<file path="config.mk">
export PLATFORM = sky130hd
export DESIGN_NAME = ascon_serial_io
export DESIGN_NICKNAME = d
export VERILOG_FILES = /design/src/rtl/ascon_serial_io.sv
export SDC_FILE = /design/constraint.sdc
export NUM_CORES = 1
export LEC_CHECK = 0
export BUFFER_PORTS_ARGS = -buffer_cell sky130_fd_sc_hd__buf_2
export CORE_AREA = 3 3 231 233
export CTS_CLUSTER_DIAMETER = 150
export CTS_CLUSTER_SIZE = 10
export DETAILED_ROUTE_END_ITERATION = 10
export DIE_AREA = 0 0 234 236
export GPL_TIMING_DRIVEN = 0
export PLACE_DENSITY = 0.69
export SLEW_MARGIN = 20
export SYNTH_ARGS = -nofsm -noshare
export SYNTH_HDL_FRONTEND = slang
export SYNTH_HIERARCHICAL = 1
export SYNTH_SLANG_ARGS = --single-unit
</file>
<file path="constraint.sdc">
create_clock -name clk -period 8.3 [get_ports clk]
set_clock_uncertainty 0.1 [all_clocks]
set_input_delay 1.66 -clock clk [delete_from_list [all_inputs] [get_ports clk]]
set_output_delay 1.66 -clock clk [all_outputs]
set_load 0.03 [all_outputs]
</file>
<file path="src/rtl/ascon_serial_io.sv">
// Serial load / unload front end for the Ascon decryption core, W bits per beat per stream.
// Optional expected-tag check enabled by defining ASCON_TAG_CHECK_EN.

module ascon_serial_io_sipo #(
  parameter int N  = 128,
  parameter int W  = 1,
  parameter int CW = 7
) (
  input  logic          clk,
  input  logic          rst,
  input  logic          load,
  input  logic [CW-1:0] beatIdx,
  input  logic [W-1:0]  beat,
  output logic [N-1:0]  q
);
  localparam int IW = $clog2(N);

  // Lanes that fall below bit 0 of a short stream are dropped.
  always_ff @(posedge clk) begin
    if (!rst) begin
      q <= '0;
    end else if (load) begin
      for (int j = 0; j < W; j++) begin
        if (int'(beatIdx) * W + (W - 1 - j) < N)
          // NOTE: non-blocking so every register samples pre-edge values regardless of block order.
          q[IW'(N - 1 - int'(beatIdx) * W - (W - 1 - j))] <= beat[j];
      end
    end
  end
endmodule

module ascon_serial_io #(
  parameter int K = 128,
  parameter int L = 40,
  parameter int Y = 80,
  parameter int W = 1
) (
  input  logic         clk,
  input  logic         rst,
  input  logic         in_valid,
  output logic         in_ready,
  input  logic [W-1:0] key_in,
  input  logic [W-1:0] nonce_in,
  input  logic [W-1:0] ad_in,
  input  logic [W-1:0] ct_in,
`ifdef ASCON_TAG_CHECK_EN
  input  logic [W-1:0] tag_exp_in,
  output logic         tag_ok,
`endif
  output logic [K-1:0] key_o,
  output logic [127:0] nonce_o,
  output logic [L-1:0] ad_o,
  output logic [Y-1:0] ct_o,
  output logic         core_start,
  input  logic         core_done,
  input  logic [Y-1:0] pt_i,
  input  logic [127:0] tag_i,
  output logic         out_valid,
  input  logic         out_ready,
  output logic [W-1:0] pt_out,
  output logic [W-1:0] tag_out,
  output logic         busy,
  output logic         done
);
  localparam int KN        = (K > 128) ? K : 128;
  localparam int LY        = (L > Y) ? L : Y;
  localparam int IN_MAX    = (KN > LY) ? KN : LY;
  localparam int OUT_MAX   = (Y > 128) ? Y : 128;
  localparam int IN_BEATS  = IN_MAX / W;
  localparam int OUT_BEATS = OUT_MAX / W;
  localparam int BEATS_MAX = (IN_BEATS > OUT_BEATS) ? IN_BEATS : OUT_BEATS;
  localparam int CW        = $clog2(BEATS_MAX);

  if (!(W == 1 || W == 2 || W == 4 || W == 8) || (IN_MAX % W) != 0 || (OUT_MAX % W) != 0) begin : gBadParam
    $error("ascon_serial_io: W must be 1, 2, 4 or 8 and divide both stream maxima");
  end

  typedef enum logic [2:0] {IDLE, LOAD, START, WAIT, UNLOAD} stateT;

  stateT               state, stateNext;
  logic [CW-1:0]       beatCnt;
  logic [OUT_MAX-1:0]  ptSh, tagSh, ptAligned, tagAligned;
  logic                inAccept, outAccept, lastIn, lastOut;

  assign inAccept   = in_valid && in_ready;
  assign outAccept  = (state == UNLOAD) && out_ready;
  assign lastIn     = (beatCnt == CW'(IN_BEATS - 1));
  assign lastOut    = (beatCnt == CW'(OUT_BEATS - 1));
  // Streams are left-justified so beats past their length shift out as zeros.
  assign ptAligned  = OUT_MAX'(pt_i) << (OUT_MAX - Y);
  assign tagAligned = OUT_MAX'(tag_i) << (OUT_MAX - 128);
  assign pt_out     = ptSh[OUT_MAX-1 -: W];
  assign tag_out    = tagSh[OUT_MAX-1 -: W];

  ascon_serial_io_sipo #(.N(K),   .W(W), .CW(CW)) uKey   (.clk(clk), .rst(rst), .load(inAccept), .beatIdx(beatCnt), .beat(key_in),   .q(key_o));
  ascon_serial_io_sipo #(.N(128), .W(W), .CW(CW)) uNonce (.clk(clk), .rst(rst), .load(inAccept), .beatIdx(beatCnt), .beat(nonce_in), .q(nonce_o));
  ascon_serial_io_sipo #(.N(L),   .W(W), .CW(CW)) uAd    (.clk(clk), .rst(rst), .load(inAccept), .beatIdx(beatCnt), .beat(ad_in),    .q(ad_o));
  ascon_serial_io_sipo #(.N(Y),   .W(W), .CW(CW)) uCt    (.clk(clk), .rst(rst), .load(inAccept), .beatIdx(beatCnt), .beat(ct_in),    .q(ct_o));

`ifdef ASCON_TAG_CHECK_EN
  logic [127:0] tagExp;
  logic         tagMatch;

  ascon_serial_io_sipo #(.N(128), .W(W), .CW(CW)) uTagExp (.clk(clk), .rst(rst), .load(inAccept), .beatIdx(beatCnt), .beat(tag_exp_in), .q(tagExp));
  assign tagMatch = (tag_i == tagExp);
`endif

  always_ff @(posedge clk) begin
    if (!rst) state <= IDLE;
    else      state <= stateNext;
  end

  always_comb begin
    // NOTE: every output gets a default first so no path can infer a latch.
    stateNext  = state;
    core_start = 1'b0;
    out_valid  = 1'b0;
    busy       = (state != IDLE);
    unique case (state)
      IDLE:   if (inAccept) stateNext = LOAD;
      LOAD:   if (inAccept && lastIn) stateNext = START;
      START: begin
        core_start = 1'b1;
        stateNext  = WAIT;
      end
      WAIT:   if (core_done) stateNext = UNLOAD;
      UNLOAD: begin
        out_valid = 1'b1;
        if (outAccept && lastOut) stateNext = IDLE;
      end
      default: stateNext = IDLE;
    endcase
  end

  always_ff @(posedge clk) begin
    if (!rst) begin
      beatCnt  <= '0;
      in_ready <= 1'b0;
      done     <= 1'b0;
      ptSh     <= '0;
      tagSh    <= '0;
`ifdef ASCON_TAG_CHECK_EN
      tag_ok   <= 1'b0;
`endif
    end else begin
      in_ready <= (stateNext == IDLE) || (stateNext == LOAD);
      done     <= outAccept && lastOut;

      if (inAccept)       beatCnt <= lastIn  ? '0 : beatCnt + 1'b1;
      else if (outAccept) beatCnt <= lastOut ? '0 : beatCnt + 1'b1;

      if (state == WAIT && core_done) begin
`ifdef ASCON_TAG_CHECK_EN
        // A failed tag check withholds the whole plaintext.
        ptSh   <= tagMatch ? ptAligned : '0;
        tag_ok <= tagMatch;
`else
        ptSh   <= ptAligned;
`endif
        tagSh  <= tagAligned;
      end else if (outAccept) begin
        ptSh  <= ptSh << W;
        tagSh <= tagSh << W;
      end

`ifdef ASCON_TAG_CHECK_EN
      if (state == IDLE && inAccept) tag_ok <= 1'b0;
`endif
    end
  end
endmodule
</file>
After elaboration in Yosys (flattened, before gate mapping)
Cells that the tools add are included.
{"block": "totals", "regBits": 596, "inputBits": 217, "wordCells": 70}
{"block": "op_classes", "n_addsub": 4, "order_cmp": 9, "eq_ne": 6, "n_mux": 24, "reduce_logical": 17}
{"cell": "two-way mux 128 bit", "n": 4}
{"cell": "bitwise mux 128 bit", "n": 2}
{"cell": "bitwise mux 80 bit", "n": 1}
{"cell": "bitwise mux 40 bit", "n": 1}
{"cell": "two-way mux 7 bit", "n": 3}
{"cell": "< comparator 7 x 9 -> 1 bit (second input constant)", "n": 2}
{"cell": "case mux 3 bit (5 select lines)", "n": 1}
{"cell": "demux 1 bit (select 7 bit)", "n": 2}
{"cell": "greater-or-equal comparator 7 x 1 -> 1 bit (second input constant)", "n": 2}
{"cell": "subtractor 7 bit (first input constant)", "n": 2}
{"cell": "two-way mux 3 bit", "n": 4}
{"cell": "logical AND 1 bit", "n": 8}
{"cell": "< comparator 6 x 8 -> 1 bit (second input constant)", "n": 1}
{"cell": "< comparator 7 x 8 -> 1 bit (second input constant)", "n": 1}
{"cell": "adder 7 x 1 -> 7 bit (second input constant)", "n": 1}
{"cell": "== test 7 bit (second input constant)", "n": 1}
{"cell": "< comparator 7 x 6 -> 1 bit (second input constant)", "n": 1}
{"cell": "< comparator 7 bit (second input constant)", "n": 1}
{"cell": "demux 1 bit (select 6 bit)", "n": 1}
{"cell": "== test 3 x 1 -> 1 bit (second input constant)", "n": 2}
{"cell": "== test 3 x 2 -> 1 bit (second input constant)", "n": 2}
{"cell": "greater-or-equal comparator 6 x 1 -> 1 bit (second input constant)", "n": 1}
{"cell": "logical NOT 3 bit", "n": 2}
{"cell": "AND reduction 2 bit", "n": 3}
{"cell": "other kinds (6)", "n": 11}

Depth between registers and ports, before layout
{"block": "logic_depth", "word_depth": 7, "ltp_mapped": 9, "mapped_depth_nobuf": 6}

By module
Netlist, hierarchy kept.
{"module": "ascon_serial_io", "instances": 1, "cells_per_inst": 1232, "area_per_inst_um2": 9369.0, "seq_area_each_um2": 4404.2}
{"module": "ascon_serial_io_sipo (uKey ...)", "instances": 2, "cells_per_inst": 435, "area_per_inst_um2": 4461.8, "seq_area_each_um2": 2562.5}
{"module": "ascon_serial_io_sipo (uCt)", "instances": 1, "cells_per_inst": 300, "area_per_inst_um2": 3059.2, "seq_area_each_um2": 1601.5}
{"module": "ascon_serial_io_sipo (uAd)", "instances": 1, "cells_per_inst": 179, "area_per_inst_um2": 1808.0, "seq_area_each_um2": 800.8}

Worst setup path before layout
No wires, ideal clock.
{"block": "synth_path", "path_kind": "input port to flip-flop", "startpoint": "in in_valid", "endpoint": "reg uCt.q[16]", "arrival_ps": 3662, "required_ps": 8069, "setup_slack_ps": 4408, "path_stages": 9, "n_path_buf": 3, "cell_sequence": "nand2_1 -> buf_2 -> inv_1 -> nand3_1 -> or3b_2 -> clkbuf_1 -> clkbuf_1 -> o211ai_1 -> o31ai_1"}
{"block": "synth_via", "elab_chain_cells": 2}
{"element": "from (decl)", "line_no": "40", "text": "input logic in_valid,"}
{"element": "logical AND 1 bit", "line_no": "85", "text": "assign inAccept = in_valid && in_ready;"}
{"element": "net inAccept", "line_no": "83", "text": "logic inAccept, outAccept, lastIn, lastOut;"}
{"element": "AND reduction 2 bit (no line)"}
{"element": "to (signal, indexed assignment)", "line_no": "26", "text": "q[IW'(N - 1 - int'(beatIdx) * W - (W - 1 - j))] <= beat[j];"}
{"element": "to (decl)", "line_no": "14", "text": "output logic [N-1:0] q"}
The timed path passes the listed nets, and every way through them passes these cells.
A chain may end at the register's enable or synchronous reset.

Worst setup path in the final report
{"block": "layout_path", "startpoint": "in in_valid", "endpoint": "reg uCt.q[24]"}
The elaborated chain is that of the path after synthesis.

==> flow_summary_export.csv <==
group,metric,value,unit
logic_synthesis,ys_types,62,
clock_tree,htree_levels,3,
timing,period_needed,4.201,ns
logic_synthesis,ys_seq_area_share,51.52,%
timing,setup-violations-final,0,
final_layout,syn_to_final_growth,24.82,%
critical_path,worst_ep_arrival_time,4.54,ns
pwr,p_leak,12.64,nW
timing,slew_headroom,45.52,%
logic_synthesis,synth_top_area_share,51.52,%
floorplan,initial_core_util,45.05,%
floorplan,coreArea,0.05141,mm^2
clock_tree,worst_skew_pair.late_latency,0.59,ns
logic_synthesis,yosys.area.top_type,"dfxtp_1",
logic_synthesis,post_synth_instance_area,0.02316,mm^2
global_routing,grtUsageTotal,25.08,%
floorplan,chipHeight,236,um
final_layout,nets,3472,
timing,worstMarginPinSlew,0.8163,ns
global_routing,grt_pass1_wl,110700,um
critical_path,slowest_stage,"inv_1",
logic_synthesis,synth_edf_count,0,
floorplan,die_w,234,um
pwr,p_int,4.467,mW
pwr,pwr-share-comb,3.4,%
pwr,pwr-share-clk,46.6,%
critical_path,cp_max_fo,26,
final_layout,fin_util,56.24,%
timing,maxSlewViolCount,0,
logic_synthesis,synthCells,2581,
clock_tree,cts_sinks,596,
critical_path,crit_chain,"buf_2, nand2_1, buf_2, inv_1, nand3_1, or3b_2, clkbuf_1, clkbuf_1, o211ai_1, o31ai_1",
clock_tree,post_cts_buffers,0,
clock_tree,cts_buffer_depth,3,
logic_synthesis,syn_nets,2802,
floorplan,ios,600,
clock_tree,cts_tree,"yes",
logic_synthesis,synth_compound_gate_area_share,14.35,%
logic_synthesis,synth_top_family_by_area,"simple AND/OR/NAND/NOR gates",
route,vias,21150,
timing,clock.fmax,0.2380,GHz
logic_synthesis,syn_area_per_cell,8.973,um^2
route,drt_wl_total,72860,um
global_routing,grt_overflow,0,
clock_tree,hold_buffers,0,
final_layout,layout-drive-gt1-share,25.51,%
global_routing,antenna_found_initial,10,
route,first_iter_violations,1681,
logic_synthesis,synthTopCellsByArea,"dfxtp_1 (52%), nand2_1 (12%), mux2i_1 (7.4%)",
placement,place.gp.congestion,0.9288,
clock_tree,clock-root-buffer,"clkbuf_16",
pwr,swShare,22.06,%
final_layout,layout.cells.most_common,"nand2_1",
route,wire_per_inst,18.48,um
logic_synthesis,yosys.area_share.adder,0.2161,%
pwr,switchingPower,1.264,mW
pwr,max-vdd-ir-drop,139.7,uV
pwr,powerDensity,198.2,mW/mm^2
route,viasPerCell,5.366,
logic_synthesis,yosys.area_share.simple,20.92,%
critical_path,cp.required,8.64,ns
clock_tree,clk_pin_slew_worst_paths,0.05,ns
route,drc,0,
route,postRouteAntennaNets,0,
logic_synthesis,async_flop_share,0,%
clock_tree,numCtsBuffers,69,
run_status,outcome,"finished, final reports clean",
logic_synthesis,ys.flop_type,"dfxtp_1",
critical_path,end_kind,"flip-flop",
hold_path,hold_class,"flip-flop to flip-flop",
timing,rsz0062_at_grt,"no",
pwr,power_frac_seq,50.1,%
placement,dp_hpwl,53600,um
floorplan,dieArea,0.05522,mm^2
critical_path,setup.worst_path.start_class,"primary input",
critical_path,crit_type,"primary input to flip-flop",
logic_synthesis,synth-xor-area-share,0.2161,%
placement,portBuffers,599,
logic_synthesis,synthMuxAreaShare,7.391,%
final_layout,layout_common_cells,"nand2_1 (727), buf_2 (647), dfxtp_1 (589)",
job,cap_violations,0,
global_routing,grt_max_degree,37,
timing,fin_crit_sh,50.62,%
clock_tree,cts_resized,0,
timing,hold_violations,0,
floorplan,rows,83,
global_routing,grt_pass1_vias,20300,
timing,hold_ws,0.3507,ns
logic_synthesis,ys_seq_elements,596,
critical_path,critical-path-max-stage-delay,0.61,ns
logic_synthesis,ys.warnings.count,6,
timing,setup-tns-final,0,ns
route,drtPass1Iterations,6,
[through the flow]
stage               cell area (um^2)  cells  setup WS, ns  power, mW
floorplan                      23160   2581         4.408      3.018
global placement               27010   3860         3.555      3.116
detailed placement             27010   3860         3.460      3.120
CTS                            28890   3937         4.118      5.785
global route                   28900   3940         3.955      5.911
finish                         28910   3942         4.099      5.731
[flip-flops by register name, indices dropped and copies added, names as in the netlist]
signal / flops
uNonce/q: 128
tagSh: 128
uKey/q: 128
uAd/q: 40
ptSh: 80
uCt/q: 80
beatCnt: 7
in_ready: 1
done: 1
state: 3
[synthesized netlist by cell type (all sizes together), types with 2 or more instances]
cell type / instances
a211oi: 2
a21oi: 5
a31oi: 207
and2: 154
and4: 4
and4b: 13
and4bb: 13
buf: 99
clkbuf: 136
dfxtp: 596
ha: 4
inv: 11
mux2i: 171
nand2: 727
nand2b: 8
nand3: 9
nand4: 23
nand4b: 2
nor2: 6
nor2b: 6
nor3b: 2
nor4: 24
nor4b: 4
o211ai: 57
o21a: 2
o21ai: 209
o31ai: 58
or2: 2
or3: 3
or4: 7
xnor2: 2
xor2: 2
[critical path: cells and delay by family]
| family | cells | cell delay [ns] |
|---|---|---|
| compound gates | 2 | 0.33 |
| buf+inv | 5 | 1.41 |
| simple gates | 3 | 1.12 |
[final timing paths]
| check | start | to | slack (ns) | cells after the start |
|---|---|---|---|---|
| worst max-delay path | in_valid | uCt/q[24]$_SDFFE_PN0P_ | 4.10 | 10 |
| worst min-delay path | uKey/q[100]$_SDFFE_PN0P_ | uKey/q[100]$_SDFFE_PN0P_ | 0.35 | 1 |
| worst max register to register | in_ready$_SDFF_PN0_ | uCt/q[24]$_SDFFE_PN0P_ | 4.90 | 9 |
| worst min register to register | uKey/q[100]$_SDFFE_PN0P_ | uKey/q[100]$_SDFFE_PN0P_ | 0.35 | 1 |
[power by group through the flow]
stage / logic (mW) / clock network [mW] / registers, mW
2_1_floorplan: 0.0896 / 0 / 2.93
3_3_place_gp: 0.186 / 0 / 2.93
3_5_place_dp: 0.190 / 0 / 2.93
4_1_cts: 0.191 / 2.73 / 2.87
5_1_grt: 0.209 / 2.83 / 2.87
6_report: 0.193 / 2.67 / 2.87
[final cells by class]
cell class                      instances  area [um^2]
Inverter                               11        41.29
Sequential cell                       596        11940
Tap cell                              680        850.8
Antenna cell                            5        12.51
Timing Repair Buffer                  599         2998
Clock buffer                           70         1752
Clock inverter                          7        127.6
Buffer                                236         1207
Fill cell                            4589        22500
Multi-Input combinational cell       1738         9980
[layer usage]
| layer | track usage [%] | vias to the layer above | share of wire, % |
|---|---|---|---|
| met2 | 42.45 | 815 | 48 |
| met1 | 30.65 | 9993 | 41 |
| met5 | 0 | - | 0.10 |
| met4 | 9.905 | 12 | 3.1 |
| met3 | 5.966 | 132 | 7.7 |
| li1 | - | 10200 | - |
[cells by family (layout without fill, tap and decap cells)]
family	Yosys count	in the layout
muxes	171	171
and+or+nand+nor	1012	1012
buffers and inverters	247	923
xor gates and xnor gates	4	4
DFF	596	596
AOI/OAI and AO/OA	547	547
other	0	5
adders and majority gates	4	4
Note: power is estimated with default switching activity, not from simulation.
